`src/rtl/ps2_pkg.sv`:
```
// rtl/ps2_pkg.sv - shared PS/2 types, scan code constants and decode helpers
// Contents:
//   flags_t      controller error flags for a received byte; any bit set = bad byte
//   key_event_t  decoded key event {brk, ext, code}
//   dec_state_t  scan code set 2 prefix decoder states
//   is_sys_reply keyboard system reply bytes, which never become key events
//   mk_event     key event constructor
package ps2_pkg;

    typedef struct packed {
        logic timeout;
        logic frame_err;
        logic parity_err;
    } flags_t;

    typedef struct packed {
        logic       brk;
        logic       ext;
        logic [7:0] code;
    } key_event_t;

    localparam logic [7:0] PS2_EXT      = 8'hE0;
    localparam logic [7:0] PS2_BRK      = 8'hF0;
    localparam logic [7:0] PS2_PAUSE    = 8'hE1;
    localparam logic [7:0] PS2_BAT_OK   = 8'hAA;
    localparam logic [7:0] PS2_BAT_FAIL = 8'hFC;
    localparam logic [7:0] PS2_ACK      = 8'hFA;
    localparam logic [7:0] PS2_RESEND   = 8'hFE;
    localparam logic [7:0] PS2_ECHO     = 8'hEE;

    typedef enum logic [2:0] {
        IDLE,
        EXT,
        BRK,
        EXT_BRK,
        PAUSE
    } dec_state_t;

    // 00 and FF are the key-detection-error / buffer-overrun replies.
    function automatic logic is_sys_reply(input logic [7:0] b);
        return (b == PS2_BAT_OK) || (b == PS2_BAT_FAIL) || (b == PS2_ACK) ||
               (b == PS2_RESEND) || (b == PS2_ECHO) || (b == 8'h00) || (b == 8'hFF);
    endfunction

    function automatic key_event_t mk_event(input logic is_brk, input logic is_ext,
                                            input logic [7:0] scan);
        return key_event_t'({is_brk, is_ext, scan});
    endfunction

endpackage

```
`src/rtl/ps2_event_fifo.sv`:
```
// rtl/ps2_event_fifo.sv - generic first-word fall-through synchronous FIFO
// Ports:
//   clk, rst_n   clock, asynchronous active-low reset
//   push         write push_data; ignored when full unless pop happens in the same cycle
//   push_data    entry to write
//   pop          remove head entry; ignored when empty
//   pop_data     head entry, zero when empty
//   full, empty  occupancy flags
//   count        number of stored entries, 0..DEPTH
module ps2_event_fifo #(
    parameter int  DEPTH = 4,
    parameter type T     = logic [7:0]
) (
    input  logic                     clk,
    input  logic                     rst_n,
    input  logic                     push,
    input  T                         push_data,
    input  logic                     pop,
    output T                         pop_data,
    output logic                     full,
    output logic                     empty,
    output logic [$clog2(DEPTH):0]   count
);

    localparam int AW = $clog2(DEPTH);
    localparam int CW = AW + 1;

    T                mem [DEPTH];
    logic [AW-1:0]   wr_ptr;
    logic [AW-1:0]   rd_ptr;
    logic [CW-1:0]   count_q;
    logic            do_push;
    logic            do_pop;

    assign empty    = (count_q == '0);
    assign full     = (count_q == CW'(DEPTH));
    assign count    = count_q;
    assign do_pop   = pop & ~empty;
    // A simultaneous pop frees the head slot, so a full FIFO can still take a push.
    assign do_push  = push & (~full | do_pop);
    // Head is forced to zero when empty so stale storage never shows downstream.
    assign pop_data = empty ? T'('0) : mem[rd_ptr];

    always_ff @(posedge clk) begin
        if (do_push) begin
            mem[wr_ptr] <= push_data;
        end
    end

    always_ff @(posedge clk or negedge rst_n) begin
        if (!rst_n) begin
            wr_ptr  <= '0;
            rd_ptr  <= '0;
            count_q <= '0;
        end else begin
            if (do_push) begin
                wr_ptr <= wr_ptr + AW'(1);
            end
            if (do_pop) begin
                rd_ptr <= rd_ptr + AW'(1);
            end
            case ({do_push, do_pop})
                2'b10:   count_q <= count_q + CW'(1);
                2'b01:   count_q <= count_q - CW'(1);
                default: count_q <= count_q;
            endcase
        end
    end

endmodule

```
`src/rtl/ps2_kbd_decoder.sv`:
```
// rtl/ps2_kbd_decoder.sv - PS/2 scan code set 2 decoder with buffered key events
// Ports:
//   clk, rst_n    clock, asynchronous active-low reset
//   rx_valid      controller byte valid; only its rising edge accepts a byte
//   rx_data       received byte
//   rx_flags      controller error flags; nonzero marks the byte bad
//   tx_pending    host transmit outstanding; masks rx_valid edges
//   rx_en         controller enable, low when the event FIFO is nearly full
//   ev_valid      key event available at FIFO head
//   ev_ready      consumer accepts the head event
//   ev_data       head event {brk, ext, code}
//   ctrl_valid    1-cycle strobe for a keyboard system reply
//   ctrl_code     last system reply byte
//   err           1-cycle strobe for a bad byte
//   ev_drop       1-cycle strobe for an event lost to a full FIFO
module ps2_kbd_decoder
    import ps2_pkg::*;
#(
    parameter int DEPTH = 4
) (
    input  logic        clk,
    input  logic        rst_n,
    input  logic        rx_valid,
    input  logic [7:0]  rx_data,
    input  flags_t      rx_flags,
    input  logic        tx_pending,
    output logic        rx_en,
    output logic        ev_valid,
    input  logic        ev_ready,
    output key_event_t  ev_data,
    output logic        ctrl_valid,
    output logic [7:0]  ctrl_code,
    output logic        err,
    output logic        ev_drop
);

    localparam int CW = $clog2(DEPTH) + 1;

    dec_state_t     state_q;
    dec_state_t     state_d;
    logic [2:0]     pause_cnt_q;
    logic [2:0]     pause_cnt_d;
    logic           rx_valid_q;
    logic           accept;
    logic           good;
    logic           bad;
    logic           push;
    key_event_t     push_ev;
    logic           ctrl_hit;
    logic           pop;
    logic           full;
    logic           empty;
    logic [CW-1:0]  count;

    // The edge register tracks rx_valid even while tx_pending masks it, so the
    // tx-completion valid cannot be mistaken for a received byte afterwards.
    assign accept   = rx_valid & ~rx_valid_q & ~tx_pending;
    assign bad      = accept & (rx_flags != flags_t'('0));
    assign good     = accept & (rx_flags == flags_t'('0));
    assign ev_valid = ~empty;
    assign pop      = ev_valid & ev_ready;

    always_ff @(posedge clk or negedge rst_n) begin
        if (!rst_n) begin
            state_q     <= IDLE;
            pause_cnt_q <= '0;
            rx_valid_q  <= 1'b0;
        end else begin
            state_q     <= state_d;
            pause_cnt_q <= pause_cnt_d;
            rx_valid_q  <= rx_valid;
        end
    end

    always_comb begin
        state_d     = state_q;
        pause_cnt_d = pause_cnt_q;
        push        = 1'b0;
        push_ev     = key_event_t'('0);
        ctrl_hit    = 1'b0;
        if (bad) begin
            state_d     = IDLE;
            pause_cnt_d = '0;
        end else if (good) begin
            case (state_q)
                IDLE: begin
                    if (rx_data == PS2_EXT) begin
                        state_d = EXT;
                    end else if (rx_data == PS2_BRK) begin
                        state_d = BRK;
                    end else if (rx_data == PS2_PAUSE) begin
                        state_d     = PAUSE;
                        pause_cnt_d = 3'd7;
                    end else if (is_sys_reply(rx_data)) begin
                        ctrl_hit = 1'b1;
                    end else begin
                        push    = 1'b1;
                        push_ev = mk_event(1'b0, 1'b0, rx_data);
                    end
                end
                EXT: begin
                    if (rx_data == PS2_BRK) begin
                        state_d = EXT_BRK;
                    end else if (rx_data != PS2_EXT) begin
                        push    = 1'b1;
                        push_ev = mk_event(1'b0, 1'b1, rx_data);
                        state_d = IDLE;
                    end
                end
                BRK: begin
                    push    = 1'b1;
                    push_ev = mk_event(1'b1, 1'b0, rx_data);
                    state_d = IDLE;
                end
                EXT_BRK: begin
                    push    = 1'b1;
                    push_ev = mk_event(1'b1, 1'b1, rx_data);
                    state_d = IDLE;
                end
                PAUSE: begin
                    // Pause has no break code: the 7 bytes after E1 collapse into one event.
                    pause_cnt_d = pause_cnt_q - 3'd1;
                    if (pause_cnt_q == 3'd1) begin
                        push    = 1'b1;
                        push_ev = mk_event(1'b0, 1'b1, 8'h77);
                        state_d = IDLE;
                    end
                end
                default: begin
                    state_d     = IDLE;
                    pause_cnt_d = '0;
                end
            endcase
        end
    end

    ps2_event_fifo #(
        .DEPTH (DEPTH),
        .T     (key_event_t)
    ) u_fifo (
        .clk       (clk),
        .rst_n     (rst_n),
        .push      (push),
        .push_data (push_ev),
        .pop       (pop),
        .pop_data  (ev_data),
        .full      (full),
        .empty     (empty),
        .count     (count)
    );

    // rx_en drops with one free slot left, so a byte already on the wire when
    // the bus is inhibited still has room.
    always_ff @(posedge clk or negedge rst_n) begin
        if (!rst_n) begin
            rx_en      <= 1'b1;
            ctrl_valid <= 1'b0;
            ctrl_code  <= '0;
            err        <= 1'b0;
            ev_drop    <= 1'b0;
        end else begin
            rx_en      <= (count <= CW'(DEPTH - 2));
            ctrl_valid <= ctrl_hit;
            if (ctrl_hit) begin
                ctrl_code <= rx_data;
            end
            err        <= bad;
            ev_drop    <= push & full & ~pop;
        end
    end

endmodule

```
`config.mk`:
```
export PLATFORM = sky130hd
export DESIGN_NAME = ps2_kbd_decoder
export DESIGN_NICKNAME = d
export VERILOG_FILES = /design/src/rtl/ps2_pkg.sv /design/src/rtl/ps2_event_fifo.sv /design/src/rtl/ps2_kbd_decoder.sv
export SDC_FILE = /design/constraint.sdc
export NUM_CORES = 1
export LEC_CHECK = 0
export CORE_ASPECT_RATIO = 1.75
export CORE_MARGIN = 3
export CORE_UTILIZATION = 30
export CTS_CLUSTER_SIZE = 28
export DETAILED_ROUTE_END_ITERATION = 10
export PLACE_DENSITY = 0.56
export REMOVE_ABC_BUFFERS = 1
export SLEW_MARGIN = 20
export SYNTH_ARGS = -nofsm -noshare
export SYNTH_HDL_FRONTEND = slang
export SYNTH_SLANG_ARGS = --single-unit
```
`constraint.sdc`:
```
create_clock -name clk -period 5.95 [get_ports clk]
set_input_delay 1.785 -clock clk [delete_from_list [all_inputs] [get_ports clk]]
set_output_delay 1.785 -clock clk [all_outputs]
set_load 0.05 [all_outputs]
```
======== Word level (Yosys, flattened, before mapping) ========
Memory sizes are Yosys's and may differ from the RTL's.
Cells that the tools add are included.
word-level totals
  RAM bits ................................ 40
  flip-flop bits (word level) ............. 26
  memories kept ........................... 1
cells by class
  add/sub/neg operators ................... 5
  order comparisons ....................... 1
  equal/unequal tests ..................... 25
  reduce and logical (&&, ||, !) cells .... 17
  bitwise operators ....................... 15
  muxes and demuxes ....................... 46
memory list
  memory      depth  width  rd ports  clocked after Yosys merged registers in  wr ports  RTL line              source
  u_fifo.mem  4      10     1         0                                        1         ps2_event_fifo.sv:28  T mem [DEPTH];
operators by type and width
  cell                 count
  $eq 8x8->1 const B   9
  $pmux 10 s5          1
  $mux 3               13
  $mux 8               4
  $mux 10              3
  $mux 9               3
  $mux 1               18
  $pmux 3 s3           2
  $ne 3x3->1 const B   4
  $and 1x1->1          9
  $logic_not 3->1      3
  $logic_not 8->1      1
  $ne 8x8->1 const B   1
  $eq 3x1->1 const B   2
  $eq 3x2->1 const B   2
  $eq 3x3->1 const B   2
  $logic_or 1x1->1     6
  $pmux 3 s2           1
  $sub 3x1->3 const B  2
  $ne 5x5->1 const B   1
  $not 1->1            5
  $reduce_and 5->1     1
  $add 2x1->2 const B  2
  $ne 4x4->1 const B   1
  12 further kinds     13

======== Longest topological paths before layout ========
Gate-level depths: netlist of run 1.
  word-level depth ........................ 17
  gate-level depth with buffers ........... 14
  depth with buffers taken out ............ 14

======== By module ========
Synthesis of run 1 repeated with hierarchy kept, for this count alone.
second synthesis, totals
  cell total of the unflattened synthesis .. 244
  area total of the unflattened synthesis .. 3263.1 sq um
modules (own cells, without submodules)
  module           area each (sq um)  instances  cells an instance
  ps2_event_fifo   2033.2             1          117
  ps2_kbd_decoder  1229.9             1          127

======== Least setup slack after synthesis of run 1 ========
OpenSTA, ideal clock, no wires.
  path type ............................... input to register
  start point ............................. in rx_data[0]
  end point ............................... reg u_fifo.count_q[2], in the netlist u_fifo.count[2]
  buffers on the path ..................... 0
  setup slack ............................. 1.979 ns
  data arrival time ....................... 3.892 ns
  library setup time ...................... 0.079 ns
  stages .................................. 12
  cells stage by stage .................... or4_1 > nor2_1 > o311ai_1 > a21oi_1 > nor2_4 > inv_1 > ha_1 > inv_1 > fa_1 > xor2_1 > nor2_1 > xor2_1
on the way
  cells in the longest elaborated chain, start to end .. 17
RTL lines
  element                                          RTL line               source
  start: declaration                               ps2_kbd_decoder.sv:24  input logic [7:0] rx_data,
  $eq 8x8->1                                       ps2_pkg.sv:41          return (b == PS2_BAT_OK) || (b == PS2_BAT_FAIL) || (b == PS2_ACK) ||
  $logic_or 1x1->1 (3 in a row)                    ps2_pkg.sv:41
  $logic_or 1x1->1 (3 in a row)                    ps2_pkg.sv:42          (b == PS2_RESEND) || (b == PS2_ECHO) || (b == 8'h00) || (b == 8'hFF);
  $mux 1                                           ps2_kbd_decoder.sv:94  end else if (is_sys_reply(rx_data)) begin
  $mux 1                                           ps2_kbd_decoder.sv:91  end else if (rx_data == PS2_PAUSE) begin
  $mux 1                                           ps2_kbd_decoder.sv:89  end else if (rx_data == PS2_BRK) begin
  $mux 1                                           ps2_kbd_decoder.sv:87  if (rx_data == PS2_EXT) begin
  $pmux 1 s4 *                                     ps2_kbd_decoder.sv:85  case (state_q)
  $mux 1 *                                         ps2_kbd_decoder.sv:84  end else if (good) begin
  $mux 1 *                                         ps2_kbd_decoder.sv:81  if (bad) begin
  $and 1x1->1 *                                    ps2_event_fifo.sv:40   assign do_push = push & (~full | do_pop);
  $eq 2x1->1 or $eq 2x2->1 (tied branches)         ps2_event_fifo.sv:62   case ({do_push, do_pop})
  $pmux 3 s2 or $reduce_bool 2->1 (tied branches)  --
  end signal: assignment                           ps2_event_fifo.sv:63   2'b10: count_q <= count_q + CW'(1);
  end signal: assignment                           ps2_event_fifo.sv:64   2'b01: count_q <= count_q - CW'(1);
  end signal: assignment                           ps2_event_fifo.sv:65   default: count_q <= count_q;
  end: declaration                                 ps2_event_fifo.sv:31   logic [CW-1:0] count_q;
Every way passes the cells marked *; elsewhere a longest branch is shown, timed or not.
A chain may end at the register's enable or synchronous reset.

======== Final worst setup path of run 1 ========
  start point ............................. in rx_data[1]
  end point ............................... reg u_fifo.count_q[2], in the netlist u_fifo.count[2]
The elaborated chain is that of the path after synthesis.

==> results.tsv, run 1 <==
metric	value	unit
outcome	finished, final reports clean	
die_w	82.3	um
grt_pass1_vias	1920	
antenna_found_initial	0	
route.antenna.remaining_nets	0	
netlist_area	3050	um2
htree_levels	3	
critical_path_class	in -> reg	
drive_gt1_frac	0.160	
row_count	48	
p_switching	0.539	mW
clk_pin_slew	0.06	ns
met2_usage	0.196	
register_area	1850	um2
cp_top_family	simple AND/OR/NAND/NOR gates	
met1_usage	0.138	
clock-skew-final	0.00842	ns
synth_cell_type_count	46	
setup_violations	0	
worst_pin_slew	0.730	ns
nFillCells	959	
power_switching_share	0.345	
cp_slowest_cell	clkdlybuf4s50_1	
drt-initial-drc-count	97	
synth_edf_count	40	
drv_slew	0	
synth_cells	215	
max_slew_margin	0.513	
worstPathRequired	6.20	ns
cts_hold_buf	0	
rsz0062_at_grt	false	
grt_max_degree	27	
track_usage	0.118	
clock-sinks	66	
hold_depth	1	
routedWlPerCell	15.3	um
clock-root-buffer	clkbuf_16	
yosys_warnings	0	
cts_buffers	9	
slowest_delay	0.56	ns
die_area	11500	um2
p_leak	1.54	nW
r2r_end	u_fifo.count[2]	
cts_setup_buffers	0	
async_reset_ff_frac	0.394	
clock_power_share	0.300	
routabilityCongestion	0.731	
seq_area_frac_synth	0.607	
drtPass1Iterations	4	
io_buffers	38	
vias	1820	
peakVddDrop	0.142	mV
pin_count	39	
final_util	0.386	
power.share.combinational	0.316	
hold_start	u_fifo.count[1]	
busiest_layer	met2	
min_to	rx_en	
grt_pass1_wl	9900	um
r2r_slack	3.23	ns
cp-start-kind	primary input	
worstRegToRegCells	12	
layout.nets	282	
post_layout_nonfiller_instances	388	
drc	0	
start_util	0.308	
cp_num_buf_inv	3	
crit_path_end_kind	flip-flop	
routed_via_density	4.69	
die_h	139	um
cp_max_fo	8	
layout_commonest_cell	edfxtp_1	
ys.flop_type	edfxtp_1	
coreArea	9910	um2
antennaDiodeCount	0	
max_cap_violations	0	
final_cell_mix	40 x edfxtp_1, 38 x clkdlybuf4s50_1, 25 x dfrtp_1	
multi_input_area	1110	um2
syn_avg_cell_area	14.2	um2
cts_tree	built	
cts_resized	0	
layout_min_cycle_time	4.49	ns
ys_seq_elements	66	
clk_latency	0.33	ns
pwr-share-seq	0.384	
wl	5940	um
fmax	223	MHz
dp.cells	372	
use_met3	0.0298	
power_density	408	nW/um2
cp_cell_sequence	clkdlybuf4s50_1 -> or4_1 -> nor2_1 -> o311ai_1 -> a21oi_1 -> nor2_4 -> inv_1 -> ha_1 -> inv_1 -> fa_1 -> xor2_1 -> nor2_1 -> xor2_1	
clock_path_buffers	2	
power.total	1.56	mW
r2r_start	state_q[2]	
syn2layout_area_growth	25.3	%
hold_path_class	reg -> reg	
fin_crit_sh	0.755	
p_int	1.02	mW
hpwl	4300	um
gr-total-overflow	0	
hold_viol	0	
tns	0	ns
critPathArrivalTime	4.74	ns
-- registers in the layout, indices dropped and copies added (netlist names), 2 cells and up --
| name | cells |
|---|---|
| state_q | 3 |
| u_fifo.rd_ptr | 2 |
| u_fifo.mem | 40 |
| ctrl_code | 8 |
| u_fifo.count | 3 |
| pause_cnt_q | 3 |
| u_fifo.wr_ptr | 2 |
-- synth_stat cells (all sizes together) (2+ instances only) --
cell | number | share of area
dfrtp | 25 | 0.20
inv | 13 | 0.016
and2 | 15 | 0.031
xor2 | 3 | 0.0086
a31o | 2 | 0.0057
ha | 7 | 0.029
mux2 | 8 | 0.039
clkbuf | 3 | 0.0037
mux2i | 3 | 0.0098
mux4 | 10 | 0.074
o21a | 2 | 0.0049
and3 | 2 | 0.0041
nor3 | 5 | 0.0082
a21o | 4 | 0.0098
buf | 4 | 0.011
nor2 | 12 | 0.017
a21oi | 10 | 0.016
nand2b | 3 | 0.0061
or3b | 2 | 0.0057
nor4 | 3 | 0.0082
nand2 | 9 | 0.011
edfxtp | 40 | 0.39
xnor2 | 3 | 0.0086
o21ai | 7 | 0.011
or3 | 2 | 0.0041
-- layout make-up --
cell class,count,share of cell area
inverters,13,0.0128
clock buffers,9,0.0589
multi-input cells,129,0.290
repair buffers,39,0.101
flip-flops and latches,66,0.484
clock inverters,7,0.0121
well taps,125,0.0409
-- routing by layer --
metal,wire length [um],vias to the layer above
met4,93,0
li1,-,882
met3,189,6
met1,2350,899
met2,3300,33
met5,0,-
-- metrics by stage --
step / area [um2] / worst slack, ns / hold WS, ns
4_1_cts: 3830 / 1.45 / 0.456
3_5_place_dp: 3550 / 1.13 / 0.447
3_3_place_gp: 3550 / 1.23 / 0.444
5_1_grt: 3830 / 1.25 / 0.479
6_report: 3830 / 1.46 / 0.456
2_1_floorplan: 3010 / 1.97 / 0.411
-- logic make-up (layout without fill, tap and decap cells) --
group           count (synthesis)  in the layout  synth area share
compound gates                 32             32            0.0684
mux                            21             21             0.123
fa+ha+maj                       9              9            0.0385
buf+inv                        20             68            0.0303
flops                          66             66             0.607
simple gates                   61             61             0.116
xor+xnor                        6              6            0.0172
-- worst max path at each step --
stage                     from               to  slack (ns)  cells past startpoint
floorplan           rx_data[0]  u_fifo.count[2]        1.97                     12
global placement    rx_data[1]  u_fifo.count[2]        1.23                     13
detailed placement  rx_data[1]  u_fifo.count[2]        1.13                     13
CTS                 rx_data[1]  u_fifo.count[2]        1.45                     13
global route        rx_data[1]  u_fifo.count[2]        1.25                     13
finish              rx_data[1]  u_fifo.count[2]        1.46                     13
-- power by group through the flow --
| stage | registers (mW) | logic [mW] | clock network, mW |
|---|---|---|---|
| final | 0.600 | 0.494 | 0.468 |
| after global routing | 0.615 | 0.540 | 0.506 |
| after CTS | 0.604 | 0.501 | 0.480 |
| after detailed placement | 0.613 | 0.499 | 0 |
| after global placement | 0.612 | 0.497 | 0 |
| after floorplan | 0.607 | 0.348 | 0 |
No activity file was read; power rests on OpenSTA's default activity.
==> run 2, diff against run 1 <==
clock period = 4.5 ns   (was 5.95 ns; I/O delays follow)
==> run 2 against run 1 <==
- wire length increased by 4.5%
- core utilization increased by 0.75 points
- register-to-register slack got worse by 1.5 ns
- setup slack got worse by 0.94 ns
- final cell count increased by 2.1%
- clock power increased by 40%
- highest routed layer unchanged
==> results.tsv, run 2 (synthesis results as in run 1) <==
metric	value	unit
clock-skew-final	0.00643	ns
peakVddDrop	0.220	mV
row_count	48	
use_met3	0.0272	
cp-start-kind	primary input	
p_leak	1.59	nW
drt-initial-drc-count	84	
rsz0062_at_grt	false	
pwr-share-seq	0.362	
layout_min_cycle_time	3.98	ns
regMostFlops	u_fifo.mem	
cts_setup_buffers	0	
grt_max_degree	27	
max_cap_violations	0	
busiest_layer	met2	
routed_via_density	4.71	
met1_usage	0.138	
worst_pin_slew	0.549	ns
layout.nets	291	
clock-sinks	66	
die_w	82.3	um
reg_top3	u_fifo.mem: 40 flops, ctrl_code: 8 flops	
setup_ws	0.521	ns
met2_usage	0.211	
power_density	542	nW/um2
die_h	139	um
final_cell_mix	40 x edfxtp_1, 38 x clkdlybuf4s50_1, 25 x dfrtp_1	
die_area	11500	um2
clock-root-buffer	clkbuf_16	
clock_path_buffers	2	
antennaDiodeCount	0	
p_switching	0.698	mW
routabilityCongestion	0.758	
drtPass1Iterations	4	
design_area	3900	um2
largest_reg_flops	40	
power.share.combinational	0.328	
coreArea	9910	um2
pin_count	39	
outcome	finished, final reports clean	
p_int	1.42	mW
fmax	251	MHz
start_util	0.308	
setup_violations	0	
layout_commonest_cell	edfxtp_1	
io_buffers	38	
cts_resized	0	
cts_tree	built	
max_slew_margin	0.634	
syn2layout_area_growth	27.7	%
crit_path_end_kind	flip-flop	
tns	0	ns
dp_worst_setup_slack	0.200	ns
critical_path_class	in -> reg	
antenna_found_initial	0	
cts_hold_buf	0	
drive_gt1_frac	0.170	
clk_pin_slew	0.05	ns
gr-total-overflow	0	
routedWlPerCell	15.7	um
hold_viol	0	
clock_power_share	0.310	
clk_latency	0.32	ns
wl	6210	um
worstPathRequired	4.74	ns
grt_pass1_wl	10300	um
critPathArrivalTime	4.22	ns
track_usage	0.124	
power_switching_share	0.330	
drv_slew	0	
nFillCells	940	
hpwl	4470	um
fin_crit_sh	0.884	
htree_levels	3	
vias	1867	
cp_max_fo	7	
hold_path_class	reg -> reg	
grt_pass1_vias	1967	
placed_area	3620	um2
route.antenna.remaining_nets	0	
cts_buffers	9	
drc	0	
==> run 2: changes by cell type in the layout (fill, tap and decap cells not counted) <==
cell        previous run  this run
clkbuf_1               0         3
buf_4                  1        10
clkinv_2               3         0
clkinv_4               1         0
clkinvlp_4             3         1
bufinv_16              0         1
clkinv_1               0         1
==> run 2: per-stage QoR <==
| stage | power (mW) | hold slack (ns) | std cells | util |
|---|---|---|---|---|
| 2_1_floorplan | 1.26 | 0.411 | 208 | - |
| 3_3_place_gp | 1.48 | 0.444 | 381 | 0.366 |
| 3_5_place_dp | 1.48 | 0.447 | 381 | 0.366 |
| 4_1_cts | 2.15 | 0.455 | 396 | 0.394 |
| 5_1_grt | 2.24 | 0.477 | 396 | 0.394 |
| 6_report | 2.11 | 0.451 | 396 | 0.394 |
==> run 2: worst max-delay path, cell delays in order <==
cell             delay [ns]
clkdlybuf4s50_1        0.52
or4_1                  0.55
nor2_1                 0.17
o311ai_1               0.10
a21oi_1                0.35
nor2_4                 0.11
inv_1                  0.07
ha_1                   0.17
inv_1                  0.06
fa_1                   0.37
xor2_1                 0.15
nor2_1                 0.11
xor2_1                 0.15
==> run 2: routing by layer <==
| layer | routed length, um | vias to the layer above |
|---|---|---|
| met4 | 170 | 0 |
| met1 | 2370 | 923 |
| met2 | 3490 | 36 |
| li1 | - | 897 |
| met5 | 0 | - |
| met3 | 173 | 11 |
==> run 2: area by class of cell <==
type | count | area [um2] | share of cell area
Clock inverter | 3 | 41.3 | 0.0106
Multi-Input combinational cell | 129 | 1110 | 0.284
Timing Repair Buffer | 48 | 455 | 0.117
Tap cell | 125 | 156 | 0.0401
Inverter | 13 | 48.8 | 0.0125
Clock buffer | 12 | 236 | 0.0606
Sequential cell | 66 | 1850 | 0.475
==> run 2: worst paths after layout <==
check | start | endpoint | slack (ns) | depth (start not counted)
max | rx_data[0] | u_fifo.count[2] | 0.52 | 13
min in group asynchronous | rst_n | u_fifo.count[1] | 1.40 | 2
max reg2reg | state_q[2] | u_fifo.count[2] | 1.77 | 12
min reg2reg | u_fifo.count[1] | rx_en | 0.45 | 1
min | u_fifo.count[1] | rx_en | 0.45 | 1
max in group asynchronous | rst_n | rx_en | 2.80 | 2
==> run 2: power groups by stage <==
stage,combinational [mW],sequential (mW),clock [mW]
final,0.694,0.765,0.656
after global routing,0.761,0.777,0.706
after CTS,0.707,0.767,0.678
after detailed placement,0.703,0.779,0
after global placement,0.699,0.777,0
after floorplan,0.460,0.802,0
==> run 3, diff against run 2 <==
CORE_UTILIZATION = 55   (was 30)
PLACE_DENSITY = 0.86   (was 0.56)
==> run 3 against run 2 <==
- first-iteration DRC count down 7.1%
- flip-flop and latch count unchanged
- fmax decreased by 2.2%
- combinational power shrank 3.5%
- design area down 5.4%
- count of clock-buffer cells in the layout is 3 lower
- core utilization rose by 30 points
- critical path depth unchanged
- die area shrank 43%
- final cell count fell by 14%
- clock power is 36% lower
- global-route usage increased by 7.1 points
- highest routed layer unchanged
==> results.tsv, run 3 (synthesis results as in run 1) <==
metric	value	unit
cts_resized	0	
track_usage	0.195	
crit_path_end_kind	flip-flop	
pin_count	39	
grt_pass1_wl	9680	um
setup_ws	0.433	ns
antenna_found_initial	0	
clk_pin_slew	0.07	ns
clk_latency	0.34	ns
drt-initial-drc-count	78	
p_leak	1.52	nW
critPathArrivalTime	4.32	ns
hpwl	4120	um
worstPathRequired	4.76	ns
cts_buffers	9	
nFillCells	372	
regMostFlops	u_fifo.mem	
routabilityCongestion	0.899	
critical_path_class	in -> reg	
route.antenna.remaining_nets	0	
layout_min_cycle_time	4.07	ns
setup_violations	0	
cts_hold_buf	0	
drc	0	
fmax	246	MHz
wl	5820	um
clock-sinks	66	
routedWlPerCell	17.1	um
worst_pin_slew	0.696	ns
max_cap_violations	0	
clock-skew-final	0.0104	ns
hold_path_class	reg -> reg	
clock_path_buffers	2	
die_area	6520	um2
layout_commonest_cell	edfxtp_1	
routed_via_density	5.84	
coreArea	5300	um2
dp_worst_setup_slack	0.190	ns
p_int	1.19	mW
power.share.combinational	0.356	
htree_levels	3	
antennaDiodeCount	0	
power_switching_share	0.369	
power_density	510	nW/um2
cp_max_fo	7	
largest_reg_flops	40	
die_w	62.3	um
reg_top3	u_fifo.mem: 40 flops, ctrl_code: 8 flops	
grt_pass1_vias	1976	
cts_tree	built	
clock_power_share	0.224	
io_buffers	38	
die_h	105	um
max_slew_margin	0.536	
drv_slew	0	
worstRegToRegCells	12	
layout.nets	286	
clock-root-buffer	clkbuf_8	
cp-start-kind	primary input	
start_util	0.576	
grt_max_degree	27	
hold_viol	0	
p_switching	0.694	mW
fin_crit_sh	0.904	
design_area	3690	um2
placed_area	3520	um2
peakVddDrop	0.293	mV
final_cell_mix	40 x edfxtp_1, 38 x clkdlybuf4s50_1, 25 x dfrtp_1	
tns	0	ns
hold_depth	1	
vias	1990	
rsz0062_at_grt	false	
syn2layout_area_growth	20.8	%
pwr-share-seq	0.420	
drtPass1Iterations	4	
power.total	1.88	mW
outcome	finished, final reports clean	
gr-total-overflow	0	
cts_setup_buffers	0	
row_count	35	
drive_gt1_frac	0.172	
## run 3: area by class of cell
cell class,count,area (um2),area share
clock inverter,7,45.0,0.0122
clock buffer,9,124,0.0336
tap,74,92.6,0.0251
timing repair buffer,43,418,0.113
multi-input combinational,129,1110,0.300
sequential,66,1850,0.502
inverter,13,48.8,0.0132
## run 3: stage by stage
step | utilization | hold WS, ns | cells
6_report | 0.696 | 0.454 | 341
5_1_grt | 0.696 | 0.496 | 341
4_1_cts | 0.696 | 0.455 | 341
3_5_place_dp | 0.664 | 0.442 | 325
3_3_place_gp | 0.664 | 0.434 | 325
2_1_floorplan | - | 0.411 | 208
## run 3: worst paths after layout
check	startpoint	endpoint	slack, ns
max reg2reg	state_q[2]	u_fifo.count[2]	1.67
min reg2reg	u_fifo.count[2]	rx_en	0.45
min	u_fifo.count[2]	rx_en	0.45
min in group asynchronous	rst_n	u_fifo.rd_ptr[0]	1.39
max	rx_data[1]	u_fifo.count[2]	0.43
max in group asynchronous	rst_n	rx_en	2.82
## run 3: layer usage
| layer | wire (um) | global-route usage | up-vias |
|---|---|---|---|
| li1 | - | - | 887 |
| met3 | 275 | 0.0312 | 16 |
| met1 | 2200 | 0.216 | 1012 |
| met5 | 0 | 0 | - |
| met4 | 161 | 0.0995 | 0 |
| met2 | 3180 | 0.355 | 75 |
## run 3: power by group through the flow
| stage | Combinational, mW | Clock (mW) | Sequential, mW |
|---|---|---|---|
| floorplan | 0.460 | 0 | 0.802 |
| global placement | 0.656 | 0 | 0.803 |
| detailed placement | 0.669 | 0 | 0.807 |
| CTS | 0.677 | 0.432 | 0.794 |
| global route | 0.723 | 0.454 | 0.808 |
| finish | 0.670 | 0.421 | 0.791 |
## run 3: worst max-delay path: stages
cell and delay [ns]:
clkdlybuf4s50_1 0.49, or4_1 0.52, nor2_1 0.19, o311ai_1 0.13
a21oi_1 0.39, nor2_4 0.12, inv_1 0.08, ha_1 0.19
inv_1 0.07, fa_1 0.38, xor2_1 0.15, nor2_1 0.11
xor2_1 0.15
